`src/rtl/inner_inner_delay_unit_pkg.sv`:
```
// Shared defaults and the per-stage register layout for the dual-channel delay unit.
package inner_inner_delay_unit_pkg;

   localparam int unsigned DATA_WIDTH  = 5;
   localparam int unsigned DELAY_DEPTH = 3;

   typedef struct packed {
      logic                  valid;
      logic [DATA_WIDTH-1:0] data;
   } stage_t;

endpackage

```
`src/rtl/inner_inner_delay_unit_delay_channel.sv`:
```
// Single-channel elastic pipeline: DEPTH valid/data stages with bubble collapsing.
module delay_channel
   import inner_inner_delay_unit_pkg::*;
#(
   parameter int unsigned WIDTH = DATA_WIDTH,
   parameter int unsigned DEPTH = DELAY_DEPTH
) (
   input  logic             clk,
   input  logic             rst_n,
   input  logic [WIDTH-1:0] in_data,
   input  logic             in_valid,
   output logic             in_ready,
   output logic [WIDTH-1:0] out_data,
   output logic             out_valid,
   input  logic             out_ready
);

   // Same layout as stage_t, sized by this instance's WIDTH.
   typedef struct packed {
      logic             valid;
      logic [WIDTH-1:0] data;
   } chan_stage_t;

   chan_stage_t      stg [DEPTH];
   logic [DEPTH-1:0] acc;

   // Accept ripples from the output back to stage 0 through a running term,
   // so acc is only ever written here and never read back within the loop.
   always_comb begin
      logic ahead;
      acc   = '0;
      ahead = out_ready;
      for (int unsigned i = 0; i < DEPTH; i++) begin
         ahead            = ~stg[DEPTH-1-i].valid | ahead;
         acc[DEPTH-1-i]   = ahead;
      end
   end

   always_ff @(posedge clk or negedge rst_n) begin
      if (!rst_n) begin
         for (int unsigned i = 0; i < DEPTH; i++) begin
            stg[i] <= '0;
         end
      end else begin
         if (acc[0]) begin
            stg[0] <= '{valid: in_valid, data: in_data};
         end
         for (int unsigned i = 1; i < DEPTH; i++) begin
            if (acc[i]) begin
               stg[i] <= stg[i-1];
            end
         end
      end
   end

   assign in_ready  = acc[0];
   assign out_valid = stg[DEPTH-1].valid;
   assign out_data  = stg[DEPTH-1].data;

endmodule

```
`src/rtl/inner_inner_delay_unit.sv`:
```
// Two independent elastic delay channels sharing only clock and reset.
module inner_inner_delay_unit
   import inner_inner_delay_unit_pkg::*;
#(
   parameter int unsigned WIDTH = DATA_WIDTH,
   parameter int unsigned DEPTH = DELAY_DEPTH
) (
   input  logic             CLK,
   input  logic             ASYNCRESETN,
   input  logic [WIDTH-1:0] INPUT_0_data,
   input  logic             INPUT_0_valid,
   output logic             INPUT_0_ready,
   input  logic [WIDTH-1:0] INPUT_1_data,
   input  logic             INPUT_1_valid,
   output logic             INPUT_1_ready,
   output logic [WIDTH-1:0] OUTPUT_0_data,
   output logic             OUTPUT_0_valid,
   input  logic             OUTPUT_0_ready,
   output logic [WIDTH-1:0] OUTPUT_1_data,
   output logic             OUTPUT_1_valid,
   input  logic             OUTPUT_1_ready
);

   delay_channel #(
      .WIDTH (WIDTH),
      .DEPTH (DEPTH)
   ) u_chan0 (
      .clk       (CLK),
      .rst_n     (ASYNCRESETN),
      .in_data   (INPUT_0_data),
      .in_valid  (INPUT_0_valid),
      .in_ready  (INPUT_0_ready),
      .out_data  (OUTPUT_0_data),
      .out_valid (OUTPUT_0_valid),
      .out_ready (OUTPUT_0_ready)
   );

   delay_channel #(
      .WIDTH (WIDTH),
      .DEPTH (DEPTH)
   ) u_chan1 (
      .clk       (CLK),
      .rst_n     (ASYNCRESETN),
      .in_data   (INPUT_1_data),
      .in_valid  (INPUT_1_valid),
      .in_ready  (INPUT_1_ready),
      .out_data  (OUTPUT_1_data),
      .out_valid (OUTPUT_1_valid),
      .out_ready (OUTPUT_1_ready)
   );

endmodule

```
`config.mk`:
```
export PLATFORM = sky130hd
export DESIGN_NAME = inner_inner_delay_unit
export DESIGN_NICKNAME = d
export VERILOG_FILES = /design/src/rtl/inner_inner_delay_unit_pkg.sv /design/src/rtl/inner_inner_delay_unit_delay_channel.sv /design/src/rtl/inner_inner_delay_unit.sv
export SDC_FILE = /design/constraint.sdc
export NUM_CORES = 1
export LEC_CHECK = 0
export BUFFER_PORTS_ARGS = -buffer_cell sky130_fd_sc_hd__buf_2
export CORE_AREA = 8 8 53 88
export CTS_CLUSTER_DIAMETER = 120
export CTS_CLUSTER_SIZE = 8
export DETAILED_ROUTE_END_ITERATION = 16
export DIE_AREA = 0 0 61 96
export HOLD_SLACK_MARGIN = 0.1
export PLACE_DENSITY = 0.74
export RECOVER_POWER = 100
export SETUP_SLACK_MARGIN = 0.15
export SLEW_MARGIN = 20
export SYNTH_ARGS = -nofsm -noshare
export SYNTH_HDL_FRONTEND = slang
export SYNTH_SLANG_ARGS = --single-unit
```
`constraint.sdc`:
```
create_clock -name CLK -period 1.09 [get_ports CLK]
set_clock_uncertainty 0.15 [all_clocks]
set_input_delay 0.2725 -clock CLK [delete_from_list [all_inputs] [get_ports CLK]]
set_output_delay 0.2725 -clock CLK [all_outputs]
set_load 0.05 [all_outputs]
```
---- Word-level counts from Yosys, hierarchy flattened ----
Cells that the tools add are included.
word-level totals
  bits in registers ....................... 36
  input port bits ......................... 16
operators by class
  bitwise logic cells ..................... 12
operators by type and width
  kind              count
  NOT 1 bit         6
  bitwise OR 1 bit  6

---- Depth between registers and ports, before layout ----
  depth after elaboration ................. 4
  gate-level depth with buffers ........... 3
  gate-level depth less buffers ........... 2

---- Modules after synthesis ----
From an unflattened synthesis, not the netlist that was laid out.
unflattened totals
  cells, all modules ...................... 90
  area total of the unflattened synthesis .. 1448.9 µm²
modules (own cells, without submodules)
  module         instances  cells an instance  area each (µm²)  seq. area each (µm²)
  delay_channel  2          45                 724.4            450.4

---- Least setup slack after synthesis ----
OpenSTA, ideal clock, no wires.
  kind .................................... register to register
  from .................................... reg u_chan1.stg, in the netlist u_chan1.out_valid
  to ...................................... reg u_chan1.stg[12] (netlist name)
  data arrival time ....................... 1.445 ns
  slack ................................... -0.630 ns
  stages on the path, launching flop included .. 3
  path buffers ............................ 0
  clock period less this slack ............ 1.720 ns
  cells stage by stage .................... dfrtp_1 nand4b_4 mux2_2
between the ends
  word-level cells in the longest chain between the ends .. 4
RTL lines
  what                             RTL line                                    RTL
  start, declared                  inner_inner_delay_unit_delay_channel.sv:24  chan_stage_t stg [DEPTH];
  start signal, assigned by index  inner_inner_delay_unit_delay_channel.sv:50  stg[i] <= stg[i-1];
  NOT 1 bit                        inner_inner_delay_unit_delay_channel.sv:34  ahead = ~stg[DEPTH-1-i].valid | ahead;
  bitwise OR 1 bit (3 in a row)    inner_inner_delay_unit_delay_channel.sv:34
  via INPUT_1_ready                inner_inner_delay_unit.sv:15                output logic INPUT_1_ready,
The timed path passes the listed nets, and every way through them passes these cells.
A chain may end at the register's enable or synchronous reset.

---- Final worst setup path ----
  from .................................... reg u_chan1.stg, in the netlist u_chan1.out_valid
  to ...................................... out INPUT_1_ready
between the ends
  word-level cells in the longest chain between the ends .. 4
RTL lines
  what                           RTL line
  NOT 1 bit                      inner_inner_delay_unit_delay_channel.sv:34
  bitwise OR 1 bit (3 in a row)  inner_inner_delay_unit_delay_channel.sv:34
  end, declared                  inner_inner_delay_unit.sv:15
Every way passes these cells.

==> reports/results.ini <==
[placed_design]
hpwlAfterDp_um = 1860
place_inst = 156
place_area_mm2 = 0.00164
gp_congestion = 0.699
dp_slack_ns = -0.207
place.port_buffers = 29

[sta]
slew_violations = 0
fin_ws_ns = -0.352
period_needed_ns = 1.44
fin_crit_sh = 1.32
worst_pin_slew_ns = 0.326
rsz0062_at_grt = true
clock.fmax_mhz = 693
relSlewSlack = 0.783
setup_viol = 48
hold_viol = 0
tns_ns = -11.06
holdWs_ns = 0.0179

[cts]
cts_root_buf = clkbuf_8
clk_pin_slew_ns = 0.07
cts_buffer_depth = 2
holdBufCountCts = 1
clk_latency_ns = 0.29
cts_tree = yes
cts-buffers-inserted = 5
htree_levels = 2
cts_sinks = 36

[run_status]
status = complete, but fails checks
violations = negative setup slack

[floorplanning]
core_mm2 = 0.00352
pin_count = 30
die_w_um = 61
rows = 29
die_area_mm2 = 0.00586
die_h_um = 96
start_util = 0.425

[cells_and_area]
drive_above_1_share = 0.676
final_nets = 154
final_cell_area_mm2 = 0.00209
instances_no_fill = 185
syn2layout_area_growth_pct = 39.7
final_core_util = 0.593
n_antenna_cell = 0

[logic_synthesis]
synth_nets = 106
yosysUniqueCellTypes = 9
synth_area_mm2 = 0.00150
yosysSeqAreaShare = 0.603
ys_seq_elements = 36
yosys_warnings = 0
syn_area_per_cell_um2 = 16.6
synthCells = 90

[drt]
drt-pass1-iter-count = 4
viasPerCell = 4.63
ant_nets = 0
wl_per_cell_um = 16.2
num_vias = 856
route.detailed.drc = 0
postRouteWirelength_um = 3000
drt_iter0_markers = 13

[grt]
grt.total_usage = 0.112
gr-total-overflow = 0
antenna_found_initial = 0
grt_start_max_net_pins = 37
grt_first_pass_wirelength_um = 4660
grt_pass1_vias = 936

[power_and_ir_drop]
cellLeakagePower_nw = 1.04
vdd_drop_max_v = 0.00111
p_total_mw = 3.98
p_per_area_mw_per_mm2 = 1910

[hold_path]
hp-class = input pin to register

[critical_path]
arrival_ns = 1.02
worstPathMaxFanout = 3
slowest_stage = dfrtp_2
required_ns = 0.67
path_cells = nand4b_4, buf_6
endpoint_kind = primary output
crit_type = register to primary output
crit_path_start_kind = register
crit_path_max_incr_delay_ns = 0.44

[job]
cap_violations = 0

path summary, 6_finish.rpt:
path,startpoint,end,slack [ns],depth (start not counted)
hold / removal,INPUT_0_valid,u_chan0.stg[17],0.02,2
setup / recovery,u_chan1.out_valid,INPUT_1_ready,-0.35,2
setup reg to reg,u_chan1.out_valid,u_chan1.stg[8],-0.32,4
min in group asynchronous,ASYNCRESETN,u_chan1.stg[13],0.35,3
hold reg to reg,u_chan1.stg[15],u_chan1.stg[9],0.35,1
max in group asynchronous,ASYNCRESETN,u_chan0.out_valid,0.16,3
critical path: cells and delay by family (launching register included):
| kind | cells | cell delay (ns) |
|---|---|---|
| flip-flops | 1 | 0.44 |
| buffers and inverters | 1 | 0.17 |
| AND/OR/NAND/NOR | 1 | 0.12 |
flip-flops by register name (all words and copies together) (netlist names):
signal	cells
u_chan1.stg	12
u_chan0.stg	12
u_chan1.out_data	5
u_chan1.out_valid	1
u_chan0.out_valid	1
u_chan0.out_data	5
kinds of logic after synthesis:
| logic type | share of synthesized area |
|---|---|
| buffers and inverters | 0.0653 |
| flip-flops | 0.603 |
| AND/OR/NAND/NOR | 0.0812 |
| multiplexers | 0.251 |
cell usage after synthesis:
cell type | count | area, µm²
buf_6 | 2 | 22.5
buf_4 | 10 | 75.1
dfrtp_1 | 36 | 901
mux2_2 | 20 | 225
or2b_1 | 1 | 7.51
mux2_4 | 10 | 150
nand3b_2 | 2 | 22.5
nand2b_1 | 7 | 43.8
nand4b_4 | 2 | 47.6
per-layer routing:
metal / vias to the layer above / GRT usage / wire length [µm]
li1: 396 / - / -
met1: 423 / 0.111 / 1130
met2: 32 / 0.187 / 1620
met3: 5 / 0.0509 / 200
met4: 0 / 0.0646 / 44
met5: - / 0 / 0
report_power, final:
part / switching (mW) / total, mW / internal (mW)
sequential: 0.148 / 1.69 / 1.54
clock: 0.442 / 1.02 / 0.576
combinational: 0.606 / 1.27 / 0.666
placed cells by master (no fill, tap or decap), drive strengths merged:
cell and count:
nand4b 2, buf 51, nand2b 7, clkbuf 9
or2b 1, mux2 30, nand3b 2, dfrtp 36
dlygate4sd3 1
area by class of cell:
type / instances / area (µm²)
clock buffers: 8 / 100
fillers: 290 / 1430
multi-input cells: 42 / 571
flip-flops and latches: 36 / 903
well taps: 46 / 57.6
repair buffers: 53 / 457
repair_timing:
action / in CTS / in global routing
setup endpoints to repair: 48 / 50
gates resized for setup: 44 / 13
hold endpoints to repair: 48 / 12
buffers inserted: 12 / 8
pin swaps: 3 / 1
Note: power is estimated with default switching activity, not from simulation.
